**config.mk**
```make
export PLATFORM = sky130hd
export DESIGN_NAME = lane_sched
export DESIGN_NICKNAME = d
export VERILOG_FILES = /design/src/rtl/lane_sched_pkg.sv /design/src/rtl/lane_sched_rr.sv /design/src/rtl/lane_sched.sv
export SDC_FILE = /design/constraint.sdc
export NUM_CORES = 1
export LEC_CHECK = 0
export BUFFER_PORTS_ARGS = -buffer_cell sky130_fd_sc_hd__buf_2
export CAP_MARGIN = 20
export CORE_ASPECT_RATIO = 1.4
export CORE_MARGIN = 5
export CORE_UTILIZATION = 39
export DETAILED_ROUTE_END_ITERATION = 8
export PLACE_DENSITY = 0.7
export SLEW_MARGIN = 25
export SYNTH_ARGS = -nofsm -noshare
export SYNTH_HDL_FRONTEND = slang
export SYNTH_SLANG_ARGS = --single-unit
```
**constraint.sdc**
```tcl
create_clock -name clk -period 2.42 [get_ports clk]
set_input_delay 0.121 -clock clk [delete_from_list [all_inputs] [get_ports clk]]
set_output_delay 0.121 -clock clk [all_outputs]
set_load 0.01 [all_outputs]
```
**src/rtl/lane_sched_pkg.sv**
```systemverilog
// Shared types, defaults and round-robin helper for lane_sched.
// Used by both the default build and LANE_SCHED_STATS_EN builds.
package lane_sched_pkg;

    typedef enum logic {
        LS_IDLE,
        LS_BUSY
    } lane_sched_state_e;

    localparam int LS_NREQ      = 3;
    localparam int LS_DW        = 8;
    localparam int LS_MAX_BEATS = 16;

    // Scan from farthest to nearest so the first set bit after ptr wins.
    function automatic logic [2:0] rr_pick(
        input logic [7:0] req,
        input logic [2:0] ptr,
        input int         n
    );
        logic [2:0] win;
        int         idx;
        win = '0;
        for (int k = 8; k >= 1; k--) begin
            if (k <= n) begin
                idx = (int'(ptr) + k) % n;
                if (req[idx]) win = idx[2:0];
            end
        end
        return win;
    endfunction

endpackage

```
**src/rtl/lane_sched_rr.sv**
```systemverilog
// Combinational round-robin picker for lane_sched.
// Winner is the first requester after ptr, wrapping at NREQ.
module lane_sched_rr
    import lane_sched_pkg::*;
#(
    parameter int NREQ = LS_NREQ
) (
    input  logic [NREQ-1:0]         req,
    input  logic [$clog2(NREQ)-1:0] ptr,
    output logic [$clog2(NREQ)-1:0] win_idx,
    output logic                    any
);

    localparam int IW = $clog2(NREQ);

    always_comb begin
        win_idx = IW'(rr_pick(8'(req), 3'(ptr), NREQ));
        any     = |req;
    end

endmodule

```
**src/rtl/lane_sched.sv**
```systemverilog
// Round-robin packet scheduler with registered output stage.
// Optional stats counters under `LANE_SCHED_STATS_EN.
module lane_sched
    import lane_sched_pkg::*;
#(
    parameter int NREQ      = LS_NREQ,
    parameter int DW        = LS_DW,
    parameter int MAX_BEATS = LS_MAX_BEATS
) (
    input  logic                    clk,
    input  logic                    rst_n,
`ifdef LANE_SCHED_STATS_EN
    input  logic                    stats_clr,
    output logic [0:NREQ-1][15:0]   grant_cnt,
    output logic [15:0]             trunc_cnt,
`endif
    input  logic [NREQ-1:0]         req_valid,
    input  logic [0:NREQ-1][DW-1:0] req_data,
    input  logic [NREQ-1:0]         req_last,
    output logic [NREQ-1:0]         req_ready,
    output logic                    out_valid,
    output logic [DW-1:0]           out_data,
    output logic                    out_last,
    output logic [$clog2(NREQ)-1:0] out_src,
    input  logic                    out_ready,
    output logic                    busy,
    output logic                    trunc_err
);

    localparam int IW = $clog2(NREQ);

    lane_sched_state_e state, state_nxt;

    logic [IW-1:0] gnt;
    logic [IW-1:0] ptr;
    logic [IW-1:0] win_idx;
    logic          any;
    logic [7:0]    cnt;
    logic          slot_free;
    logic          accept;
    logic          beat_last;
    logic          trunc_now;

    lane_sched_rr #(.NREQ(NREQ)) u_rr (
        .req     (req_valid),
        .ptr     (ptr),
        .win_idx (win_idx),
        .any     (any)
    );

    assign slot_free = out_ready | ~out_valid;
    assign busy      = (state == LS_BUSY);

    always_comb begin
        state_nxt = state;
        req_ready = '0;
        accept    = 1'b0;
        beat_last = 1'b0;
        trunc_now = 1'b0;
        unique case (state)
            LS_IDLE: begin
                if (any) state_nxt = LS_BUSY;
            end
            LS_BUSY: begin
                req_ready[gnt] = slot_free;
                accept    = req_valid[gnt] & slot_free;
                beat_last = req_last[gnt]
                          | (cnt == 8'(MAX_BEATS - 1));
                if (accept & beat_last) begin
                    state_nxt = LS_IDLE;
                    trunc_now = ~req_last[gnt];
                end
            end
            default: state_nxt = LS_IDLE;
        endcase
    end

    always_ff @(posedge clk or negedge rst_n) begin
        if (!rst_n) state <= LS_IDLE;
        else        state <= state_nxt;
    end

    always_ff @(posedge clk or negedge rst_n) begin
        if (!rst_n) begin
            gnt       <= '0;
            ptr       <= IW'(NREQ - 1);
            cnt       <= '0;
            out_valid <= 1'b0;
            out_data  <= '0;
            out_last  <= 1'b0;
            out_src   <= '0;
            trunc_err <= 1'b0;
        end else begin
            trunc_err <= trunc_now;
            if (state == LS_IDLE && any) begin
                gnt <= win_idx;
                cnt <= '0;
            end
            // Output register holds while the downstream stalls.
            if (accept) begin
                out_valid <= 1'b1;
                out_data  <= req_data[gnt];
                out_last  <= beat_last;
                out_src   <= gnt;
                cnt       <= cnt + 8'd1;
                if (beat_last) ptr <= gnt;
            end else if (out_ready) begin
                out_valid <= 1'b0;
            end
        end
    end

`ifdef LANE_SCHED_STATS_EN
    always_ff @(posedge clk or negedge rst_n) begin
        if (!rst_n) begin
            grant_cnt <= '0;
            trunc_cnt <= '0;
        end else if (stats_clr) begin
            grant_cnt <= '0;
            trunc_cnt <= '0;
        end else begin
            if (accept && beat_last && grant_cnt[gnt] != 16'hFFFF)
                grant_cnt[gnt] <= grant_cnt[gnt] + 16'd1;
            if (trunc_now && trunc_cnt != 16'hFFFF)
                trunc_cnt <= trunc_cnt + 16'd1;
        end
    end
`endif

endmodule

```
==> impl.org, run 1 <==
** Run status
- The run finished with clean final reports.

** Worst setup path
- Worst path slowest cell :: sky130_fd_sc_hd__dfstp_2
- Ordered cell list for the critical path :: inv_1 -> ha_1 -> or3b_2 -> a21boi_0 -> o31ai_1 -> a21o_1
- The worst setup path is captured at a register.
- The worst setup path is of the reg2reg kind.
- The worst setup path is launched from a register.
- Along the worst path, the maximum fanout reaches 10.
- Data arrival, critical path :: 2250 ps
- The largest single stage delay on the critical path is 580 ps.
- Worst EP required :: 2590 ps

** Die
- After floorplanning, the core was divided into 28 placement rows.
- Area enclosed by the die boundary :: 5840 µm²
- Number of top-level pins :: 50
- In this run the horizontal extent of the chip is 66.0 µm.
- Core region area :: 4240 µm²
- Overall die height :: 88.4 µm
- Starting Density :: 0.404

** Placement
- In this run the tool buffered the top-level ports with 49 buffer cells.
- HPWL reported at the end of detailed placement :: 3.00 mm
- Placer Congestion :: 0.786

** Clock tree
- Clock insertion delay at the later pin of the skew report :: 270 ps
- Buffers inserted during clock tree synthesis total 3.
- Post-CTS Setup Inserts :: 0
- TritonCTS built the clock tree.
- The longest clock path from root to sink contains 2 buffers.
- Clk slew on worst S/H paths :: 90 ps
- Clock tree synthesis selected as its root buffer the cell sky130_fd_sc_hd__clkbuf_8.
- CTS built an H-tree with a depth of 1.
- Total number of clock tree sinks :: 26

** Logic synthesis
- For this run, asynchronously set or reset flops after synthesis account for 1.00.
- The mapped netlist covers 1710 µm².
- Per-instance average area after synthesis :: 10.5 µm²
- Number of synthesis warnings :: 0
- Synth Instances :: 163
- Yosys mapped a number of flops with a built-in enable equal to 0.
- Flip-flop and latch count after synthesis :: 26
- Synthesized netlist net count :: 205
- The share of the Yosys chip area taken by registers is 0.381.
- Unique cell type count in the Yosys netlist :: 46
- The most used flip-flop cell after synthesis is sky130_fd_sc_hd__dfrtp_1.

** Power and ir drop
- The analysis attributes to net switching a power of 0.000991 W.
- Int Pwr :: 0.00139 W
- The share of total power dissipated in the clock network is 0.103.
- Dividing total power by cell area gives a power density of 1160 nW/µm².
- For this design the static power due to leakage is 0.972 nW.
- Of the total power, combinational logic draws 0.576.
- The share of total power dissipated in sequential elements is 0.321.
- Total power for the finished layout comes to 0.00238 W.
- VDD IR-drop max :: 536 µV
- Of the total power, the share spent switching nets is 0.416.

** STA
- The clock arrives with 5.35 ps of skew.
- Setup repair after global routing left no endpoint under its margin.
- After layout, the minimum clock period comes to 2090 ps.
- For the pin with the worst max-slew slack, the measured transition is 576 ps.
- Max-Slew Margin vs Limit :: 0.616
- In the finished design, the share of the clock period the worst path needs comes to 0.863.
- Final hold violation count :: 0
- Number of setup violations in the final report :: 0
- Post-route setup TNS :: 0 ps
- Derived from the worst setup path, the maximum achievable clock frequency is 479 MHz.
- The number of slew-limit violations in the final report is 0.
- Worst Hold Slack :: 174 ps

** Detailed routing
- Post-detailed-route DRC marker count :: 0
- Dividing the detail-routed wire length by the instance count gives 14.0 µm.
- Detailed router's first-iteration violation count :: 40
- After detailed routing, the number of vias per cell comes to 5.03.
- Routed Antenna Nets :: 0
- Routed wire length :: 3.79 mm
- The first detailed-routing pass ran for 4 iterations.
- Detailed routing inserted a total of 1362 vias.

** Layout
- Leaving out fill and tap cells, the most frequent cell in the layout is sky130_fd_sc_hd__buf_2.
- Fill cell total of the finished layout :: 397
- In the final layout, the share of cells above drive strength 1 is 0.365.
- 0 antenna diodes ended up in the layout.
- The net count of the finished layout is 254.
- Most frequent cells in the layout :: sky130_fd_sc_hd__buf_2 (49), sky130_fd_sc_hd__dfrtp_1 (25), sky130_fd_sc_hd__nand2_1 (22)
- Area growth from synthesis to layout :: 19.6%

** Run
- Max-cap viol count :: 0

** Global routing
- The global routing stage identified its most utilized layer as met2.
- Across every metal layer, demand over resource in global routing totals 0.134.
- Global routing usage on met2 :: 0.245
- The number of antenna violations at the first check in global routing was 0.
- The first global-routing pass estimated 6.12 mm of wire.
- Vias in the first global route :: 1295
- In the global route stage, met1 resource usage came out at 0.164.
- The total overflow left after global routing is 0.
- Largest net degree at the start of global routing :: 27
- Met3 layer usage reported by global route :: 0.0152

** Hold path
- The path class of the tightest hold or removal check is in2reg.
[cell families after synthesis]
group | count (synthesis) | synth area share
fa+ha+maj | 9 | 0.0657
buf+inv | 13 | 0.0431
flops | 26 | 0.381
compound gates | 35 | 0.167
mux | 25 | 0.175
simple gates | 55 | 0.168
[metrics by stage]
step | setup WS, ps | instance area (µm²) | cells | util
6_report | 332 | 2050 | 271 | 0.483
5_1_grt | 202 | 2050 | 271 | 0.483
4_1_cts | 338 | 2050 | 271 | 0.483
3_5_place_dp | 340 | 1990 | 266 | 0.470
3_3_place_gp | 398 | 1990 | 266 | 0.470
2_1_floorplan | 405 | 1710 | 163 | -
[critical path, delay by kind of cell (launching register included)]
kind | cells | cell delay [ps]
fa+ha+maj | 1 | 410
buf+inv | 1 | 100
compound gates | 3 | 420
simple gates | 1 | 470
flops | 1 | 580
[cell usage after synthesis, types with 2 or more instances]
master                      n  share of area
sky130_fd_sc_hd__a21o_1     2         0.0088
sky130_fd_sc_hd__nand2_1   22          0.048
sky130_fd_sc_hd__ha_1       9          0.066
sky130_fd_sc_hd__buf_6      3          0.020
sky130_fd_sc_hd__nor3_1     3         0.0088
sky130_fd_sc_hd__nor3b_1    2         0.0088
sky130_fd_sc_hd__mux2i_1   12          0.070
sky130_fd_sc_hd__o21a_1     2         0.0088
sky130_fd_sc_hd__o21ai_0   11          0.032
sky130_fd_sc_hd__mux2_4     6          0.053
sky130_fd_sc_hd__inv_1      5          0.011
sky130_fd_sc_hd__and2_1     4          0.015
sky130_fd_sc_hd__nor2_1     3         0.0066
sky130_fd_sc_hd__mux2_2     5          0.033
sky130_fd_sc_hd__a21oi_1    4          0.012
sky130_fd_sc_hd__clkbuf_1   2         0.0044
sky130_fd_sc_hd__nor4_1     5          0.018
sky130_fd_sc_hd__or2_2      2         0.0073
sky130_fd_sc_hd__nand2b_1   3          0.011
sky130_fd_sc_hd__nand3_1    5          0.015
sky130_fd_sc_hd__dfrtp_1   25           0.37
sky130_fd_sc_hd__a221o_1    4          0.023
[power by group through the flow]
stage	Sequential, W	Combinational [W]	Clock (W)
global route	0.000796	0.00151	0.000279
CTS	0.000768	0.00139	0.000256
detailed placement	0.000778	0.00138	0
finish	0.000764	0.00137	0.000246
global placement	0.000773	0.00136	0
floorplan	0.000784	0.00104	0
[state kept, by name, indices dropped and copies added (netlist names)]
name       flops
out_src        2
out_valid      1
out_data       8
ptr            2
trunc_err      1
busy           1
cnt            8
gnt            2
out_last       1
[per-layer routing]
layer / up-vias / share of wire
li1: 691 / -
met4: 0 / 0.015
met5: - / 0
met3: 4 / 0.021
met1: 648 / 0.40
met2: 19 / 0.57
[worst paths after layout]
kind,start,end,slack (ps),cells after the start
worst max-delay path,ptr[1],gnt[0],330,6
worst min-delay path,out_ready,out_valid,170,3
worst max register to register,ptr[1],gnt[0],330,6
worst min register to register,cnt[7],cnt[7],480,1
max in group asynchronous,rst_n,ptr[1],1660,2
min in group asynchronous,rst_n,out_data[3],380,2
[what timing repair did]
action	4_1_cts	5_1_grt
resized for setup	0	0
hold buffers	1	0
endpoints found under the hold margin	25	0
[cell type report]
cell class,instances,area (µm²),share of cell area
multi-input combinational,124,987,0.482
sequential,26,652,0.318
timing repair buffer,52,270,0.132
tap,60,75.1,0.0367
clock buffer,4,45.0,0.0220
inverter,5,18.8,0.00916
(Power assumes the default switching activity.)
==> inputs of run 2 (changes only) <==
--- a/config.mk
+++ b/config.mk
@@ -10,7 +10,7 @@
 export CORE_ASPECT_RATIO = 1.4
 export CORE_MARGIN = 5
-export CORE_UTILIZATION = 39
+export CORE_UTILIZATION = 50
 export DETAILED_ROUTE_END_ITERATION = 8
-export PLACE_DENSITY = 0.7
+export PLACE_DENSITY = 0.84
 export SLEW_MARGIN = 25
 export SYNTH_ARGS = -nofsm -noshare
==> constraint.sdc (replaced) <==
create_clock -name clk -period 2.42 [get_ports clk]
set_input_delay 0.484 -clock clk [delete_from_list [all_inputs] [get_ports clk]]
set_output_delay 0.484 -clock clk [all_outputs]
set_load 0.01 [all_outputs]
==> run 2 against run 1 <==
Against the previous run:
- clock power hardly changed
- first-iteration DRC count is 25% lower
- combinational power about the same
- clock skew is 2.6 ps lower
- hold slack better by 29 ps
- register-to-register slack better by 30 ps
- non-clock buffer count is 1 higher
- sequential power barely moved
- cell count fell by 7.0%
- critical path type unchanged
- critical endpoint unchanged
- largest cell class unchanged
- largest power group unchanged
- highest routed layer unchanged
==> impl.org, run 2 (same netlist as run 1, synthesis figures left out) <==
** Die
- The placeable core region is 3350 µm² (-21%).
- Die X :: 59.5 µm (-9.9%)
- Number of top-level pins :: 50 (unchanged)
- Overall die height :: 79.3 µm (-10%)
- The starting density of the core was 0.512 (+0.108).
- Std cell rows :: 25 (-11%)
- Area enclosed by the die boundary :: 4710 µm² (-19%)

** Layout
- Compared with the post-synthesis result, the final layout area differs by 18.4%.
- The post-route standard cell area excluding fillers is 2030 µm² (-0.98%).
- The final non-filler cell total was 252 (-7.0%).
- Largest registers :: cnt x8, out_data x8
- The number of diodes came to 0 (unchanged).
- The final core utilization is 0.606 (+0.123).
- Nets@finish :: 255 (+0.39%)
- The fill cell instance count of the final layout is 280 (-29%).
- Leaving out fill and tap cells, the most frequent cell in the layout is sky130_fd_sc_hd__buf_2.
- Most frequent cells in the layout :: sky130_fd_sc_hd__buf_2 (49), sky130_fd_sc_hd__dfrtp_1 (25), sky130_fd_sc_hd__nand2_1 (22)
- The share of layout cells above drive strength 1 was 0.373 (+0.00771).

** Worst setup path
- Worst reg2reg path startpoint :: ptr[1]
- Number of buffers and inverters on the critical path :: 1 (unchanged)
- Ordered cell list for the critical path :: inv_1 -> ha_1 -> or3b_2 -> a21boi_0 -> o31ai_1 -> a21o_1
- Worst EP required :: 2590 ps (about the same)
- Kind of end point of the critical path :: register
- Register-to-register path setup slack :: 360 ps (+30 ps)
- By startpoint and endpoint, the worst setup path is classified as reg2reg.
- The worst setup path is launched from a register.
- R2r endpoint :: gnt[0]
- Following the worst setup path forward leads to its endpoint at gnt[0].
- The highest net fanout along the worst path was 10 (unchanged).
- Worst path max stage delay :: 590 ps (about the same)
- Data arrival, critical path :: 2230 ps (-20 ps)
- Delay-heaviest family, CP :: flip-flops
- Worst path slowest cell :: sky130_fd_sc_hd__dfstp_2
- Worst r2r path cells :: 6 (unchanged)
- The cell count along the critical path came to 6 (unchanged).
- The critical path starts at ptr[1].

** Power and ir drop
- Total power density per cell area :: 1190 nW/µm² (+2.0%)
- Total Power Consumption :: 0.00241 W (+1.0%)
- The leakage component of the power was 0.978 nW (+0.58%).
- The peak supply drop was 664 µV (+24%).

** Global routing
- Largest net degree at the start of global routing :: 27 (unchanged)
- The number of antenna violations at the first check in global routing came to 0 (unchanged).
- Vias in the first global route :: 1277 (-1.4%)
- The total congestion overflow after global routing is 0 (unchanged).
- The global-route total usage across every layer came to 0.160 (+0.0264).
- The first-pass GRT wire length was 5.81 mm (-5.1%).

** Hold path
- In this run the worst hold path is classified as in2async.

** STA
- Post-route setup TNS :: 0 ps (unchanged)
- Max-Slew Margin vs Limit :: 0.617 (+0.00112)
- The setup-violating endpoint count in the final report is 0 (unchanged).
- Setup repair after global routing missed its margin :: false
- Final hold violation count :: 0 (unchanged)
- The final cycle utilization of the critical path came to 0.852 (-0.0111).
- The number of slew-limit violations in the final report is 0 (unchanged).
- The achievable clock frequency is 485 MHz (+1.3%).
- Final setup skew :: 2.77 ps (-2.58 ps)
- Worst Max-Slew Pin Slew :: 575 ps (-1.68 ps)
- Minimum clock period after layout :: 2060 ps (-26.8 ps)

** Clock tree
- Total number of H-tree levels :: 1 (unchanged)
- Cts bufs inserted :: 3 (unchanged)
- TritonCTS built the clock tree.
- Post-CTS Setup Inserts :: 0 (unchanged)
- Cell at the root of the clock tree :: sky130_fd_sc_hd__clkbuf_8
- Clk slew on worst S/H paths :: 90 ps (about the same)
- Bufs on Longest Clock Path :: 2 (unchanged)
- Total of cells resized after clock tree synthesis :: 0 (unchanged)
- The clock latency of the later-clocked register in the worst-skew pair was 270 ps (about the same).
- Number of hold-repair buffers added at the cts stage :: 0 (-1)
- Total number of clock tree sinks :: 26 (unchanged)

** Detailed routing
- The number of vias per cell after detailed routing came to 5.43 (+8.0%).
- Detailed router's first-iteration violation count :: 30 (-25%)
- The number of nets with antenna violations after detailed routing was 0 (unchanged).
- The detailed-route wire length per cell came to 14.4 µm (+2.7%).
- Routed wire length :: 3.62 mm (-4.5%)
- Post-detailed-route DRC marker count :: 0 (unchanged)
- Detailed-router iteration count before antenna repair :: 4 (unchanged)
- The total number of vias was 1368 (+0.44%).

** Run
- Max-cap viol count :: 0 (unchanged)

** Run status
- Outcome :: finished, final reports clean

** Placement
- The cell area after placement is 1980 µm² (-0.50%).
- The last weighted congestion value of the routability-driven placer came to 0.852 (+8.3%).
- Placed Cells incl. Taps :: 248 (-6.8%)
- Buffers added on ports :: 49 (unchanged)
- HPWL reported at the end of detailed placement :: 2.89 mm (-3.8%)
run 2: worst min-delay path by stage:
stage / slack [ps] / cells past startpoint / to
2_1_floorplan: 190 / 0 / busy
3_3_place_gp: 460 / 1 / cnt[7]
3_5_place_dp: 460 / 1 / out_last
4_1_cts: 220 / 1 / gnt[1]
5_1_grt: 260 / 1 / out_data[0]
6_report: 200 / 1 / out_src[1]
run 2: metrics by stage:
| step | worst slack [ps] | hold WS, ps |
|---|---|---|
| after CTS | 354 | 223 |
| after detailed placement | 353 | 464 |
| after global placement | 412 | 464 |
| after global routing | 262 | 262 |
| after floorplan | 405 | 188 |
| final | 359 | 204 |
run 2: routing by layer:
metal / routed length [µm] / vias to the layer above / global-route usage
li1: - / 688 / -
met2: 1960 / 30 / 0.274
met5: 0 / - / 0
met3: 158 / 7 / 0.0228
met4: 79 / 0 / 0.0680
met1: 1430 / 643 / 0.195
run 2: area by class of cell:
| class | count | area, µm² | share of cell area |
|---|---|---|---|
| Multi-Input combinational cell | 124 | 987 | 0.487 |
| Sequential cell | 26 | 652 | 0.321 |
| Timing Repair Buffer | 53 | 275 | 0.136 |
| Tap cell | 40 | 50.0 | 0.0247 |
| Clock buffer | 4 | 45.0 | 0.0222 |
| Inverter | 5 | 18.8 | 0.00925 |
run 2: power breakdown:
part | total, W | internal, W | switching, W
combinational | 0.00139 | 0.000682 | 0.000710
sequential | 0.000767 | 0.000612 | 0.000155
clock | 0.000248 | 0.000118 | 0.000131
total | 0.00241 | 0.00141 | 0.000995
==> inputs of run 3 (changes only) <==
Settings changed: ABC_AREA from default to 1.
==> run 3 against run 2 <==
Against the previous run:
- maximum frequency rose by 4.1%
- highest routed layer unchanged
- sequential cell count did not move
- critical path depth decreased by 2
- core utilization grew 0.83 points
- largest power group unchanged
- count of clock-buffer cells in the layout fell by 1
- global-route usage increased by 2.7 points
- clock power rose by 46%
- cell count rose by 32%
==> impl.org, run 3 <==
** Run status
- Outcome :: finished, final reports clean

** Power and ir drop
- The power density over the cells was 1190 nW/µm² (+0.36%).
- The leakage component of the power came to 1.23 nW (+25%).
- The peak supply drop was 982 µV (+48%).

** Die
- The boundary pin count came to 50 (unchanged).
- The die outline area was 4900 µm² (+4.0%).
- Overall die height :: 80.9 µm (+2.1%)
- Std cell rows :: 25 (unchanged)
- The starting density of the core is 0.526 (+0.0145).
- Core region area :: 3410 µm² (+1.9%)
- Die X :: 60.6 µm (+2.0%)

** Detailed routing
- Routed wire length :: 4.10 mm (+13%)
- The final routed DRC violation total was 0 (unchanged).
- The number of DRC violations after detailed-routing iteration 0 was 40 (+33%).
- DR WL/cell :: 12.4 µm (-14%)
- The iteration count of the initial detailed-routing pass came to 4 (unchanged).
- Via/cell ratio :: 5.01 (-7.7%)
- The number of nets with antenna violations after detailed routing was 0 (unchanged).
- The total number of vias was 1663 (+22%).

** STA
- Worst Max-Slew Pin Slew :: 579 ps (+4.86 ps)
- Max Slew Vio Count :: 0 (unchanged)
- The worst hold slack after final layout was 197 ps (-7.04 ps).
- Post-route setup TNS :: 0 ps (unchanged)
- The setup-violating endpoint count in the final report came to 0 (unchanged).
- Max-Slew Margin vs Limit :: 0.614 (-0.00324)
- F_max :: 505 MHz (+4.1%)
- The setup skew after layout came to 1.31 ps (-1.46 ps).
- The final critical-path setup slack came to 440 ps (+81.0 ps).
- The final cycle utilization of the critical path is 0.818 (-0.0335).
- Minimum clock period after layout :: 1980 ps (-81.0 ps)
- Final hold violation count :: 0 (unchanged)
- Setup repair after global routing missed its margin :: false

** Placement
- The HPWL reported at the end of detailed placement is 3.30 mm (+14%).
- Placer Congestion :: 0.838 (-1.5%)
- Placed Cells incl. Taps :: 328 (+32%)
- Buffers added on ports :: 49 (unchanged)
- The pre-CTS setup slack came to 477 ps (+124 ps).

** Logic synthesis
- The total of warnings raised by yosys was 0 (unchanged).
- Counting instances in the post-synthesis netlist gives the leading cell types as sky130_fd_sc_hd__nand2_1 (100), sky130_fd_sc_hd__nand3_1 (27), sky130_fd_sc_hd__dfrtp_1 (25).
- The post-synthesis net count came to 288 (+40%).
- Cell type contributing the most total cell area after synthesis :: sky130_fd_sc_hd__dfrtp_1
- Fraction of the yosys area taken by sequential cells :: 0.363 (-0.0173)
- The count of flip-flops with a built-in enable after synthesis was 0 (unchanged).
- Per-instance average area after synthesis :: 7.29 µm² (-31%)
- In the synthesized netlist the dominant register cell turns out to be sky130_fd_sc_hd__dfrtp_1.
- Flip-flop and latch count after synthesis :: 26 (unchanged)
- Sorting the synthesized cells by area gives the leading types as sky130_fd_sc_hd__dfrtp_1 (35%), sky130_fd_sc_hd__nand2_1 (21%), sky130_fd_sc_hd__nand3_1 (7.5%).
- The post-synthesis async set-or-reset flop share came to 1.00 (unchanged).
- Most instantiated library cell after synthesis :: sky130_fd_sc_hd__nand2_1
- Synth Instances :: 246 (+51%)
- Proportion of netlist area held by the largest area contributor :: 0.349 (-0.0166)
- Unique cell type count in the Yosys netlist :: 28 (-39%)
- The area of the mapped netlist is 1790 µm² (+4.7%).

** Clock tree
- Cts bufs inserted :: 3 (unchanged)
- The number of levels the H-tree was split into was 1 (unchanged).
- The maximum number of buffers from clock root to sink is 2 (unchanged).
- Total number of clock tree sinks :: 26 (unchanged)
- Clk slew on worst S/H paths :: 90 ps (about the same)
- Clock tree synthesis selected as its root buffer the cell sky130_fd_sc_hd__clkbuf_8.
- The number of hold buffers added after CTS is 0 (unchanged).
- The clock latency of the later-clocked register in the worst-skew pair was 270 ps (about the same).
- Post-CTS Setup Inserts :: 0 (unchanged)
- The post-cts gate resize count came to 0 (unchanged).
- TritonCTS built the clock tree.

** Run
- The count of maximum capacitance violations came to 0 (unchanged).

** Global routing
- Vias in the first global route :: 1688 (+32%)
- Largest net degree at the start of global routing :: 27 (unchanged)
- Antenna violations before repair :: 0 (unchanged)
- The total congestion overflow after global routing is 0 (unchanged).
- The global-route total usage across every layer was 0.187 (+0.0272).
- Global-route wire length before repair :: 7.01 mm (+21%)

** Layout
- The library cell used most frequently in the layout, excluding fill and tap cells, is sky130_fd_sc_hd__nand2_1.
- Area growth from synthesis to layout :: 16.7%
- The top cell types in the final layout, fill and taps aside, are sky130_fd_sc_hd__nand2_1 (100), sky130_fd_sc_hd__buf_2 (49), sky130_fd_sc_hd__nand3_1 (27).
- Fraction of layout instances using a drive strength above 1 :: 0.271 (-0.102)
- The final non-filler cell total came to 332 (+32%).
- The number of nets in the layout came to 335 (+31%).
- The final core utilization was 0.614 (+0.00833).
- The number of diodes came to 0 (unchanged).
- Largest registers :: cnt x8, out_data x8

** Worst setup path
- Data arrival, critical path :: 1500 ps (-730 ps)
- The highest net fanout along the worst path was 10 (unchanged).
- The worst setup path is launched from a register.
- The internal reg-to-reg setup slack was 440 ps (+80 ps).
- Kind of end point of the critical path :: output pin
- The endpoint required time on the critical path came to 1940 ps (-650 ps).
- The setup path with the least slack is of type reg2out.
- The cell depth of the worst flop-to-flop path was 9 (+3).

** Hold path
- Min-delay worst type :: in2async
run 3: cell count changes in the layout (fill, tap and decap cells not counted), sizes merged, moves of 4 or more:
cell / delta
nand2: +83
nand3: +29
inv: +22
nor2: +15
mux2i: -13
mux2: -12
o21ai: -8
nor4: -5
a21oi: -4
a221o: -4
and2: -4
nand4: +4
run 3: power by group:
part	internal, W	switching (W)	total (W)
sequential	0.000605	0.000168	0.000772
combinational	0.000481	0.000878	0.00136
clock	0.000221	0.000141	0.000362
run 3: final cells by class:
| class | count | area, µm² |
|---|---|---|
| sequential | 26 | 652 |
| inverter | 27 | 106 |
| multi-input combinational | 185 | 962 |
| clock buffer | 3 | 41.3 |
| clock inverter | 1 | 30.0 |
| tap | 40 | 50.0 |
| timing repair buffer | 50 | 253 |
| fill | 288 | 1320 |
run 3: routing by layer:
metal  wire length [µm]  track usage  up-vias
met2               2190        0.347       45
met5                  0            0        -
met4                 45       0.0738        0
met1               1620        0.196      756
met3                244       0.0445        4
li1                   -            -      858
run 3: cell families (layout without fill, tap and decap cells):
kind of cell,count (synthesis),in the layout,share of synthesized area
adder cells (fa/ha/maj),9,9,0.0628
flip-flops,26,26,0.363
buffers and inverters,35,81,0.100
AO/OA/AOI/OAI,6,6,0.0237
AND/OR/NAND/NOR,170,170,0.450
run 3: stage by stage:
| step | cell area (µm²) | power [W] |
|---|---|---|
| finish | 2090 | 0.00249 |
| global route | 2090 | 0.00273 |
| CTS | 2090 | 0.00251 |
| detailed placement | 2020 | 0.00214 |
| global placement | 2020 | 0.00211 |
| floorplan | 1790 | 0.00186 |
run 3: final timing paths:
kind                           start            to
hold reg to reg             out_last      out_last
setup reg to reg              ptr[1]        gnt[0]
max in group asynchronous      rst_n        ptr[1]
min in group clk           out_ready     out_valid
setup / recovery              gnt[0]  req_ready[0]
hold / removal                 rst_n        cnt[3]
run 3: worst max-delay path, stage by stage (launching register included):
cell and delay [ps]:
sky130_fd_sc_hd__dfrtp_1 560, sky130_fd_sc_hd__nor2_4 320, sky130_fd_sc_hd__inv_1 100, sky130_fd_sc_hd__nor2_1 100
sky130_fd_sc_hd__buf_2 140
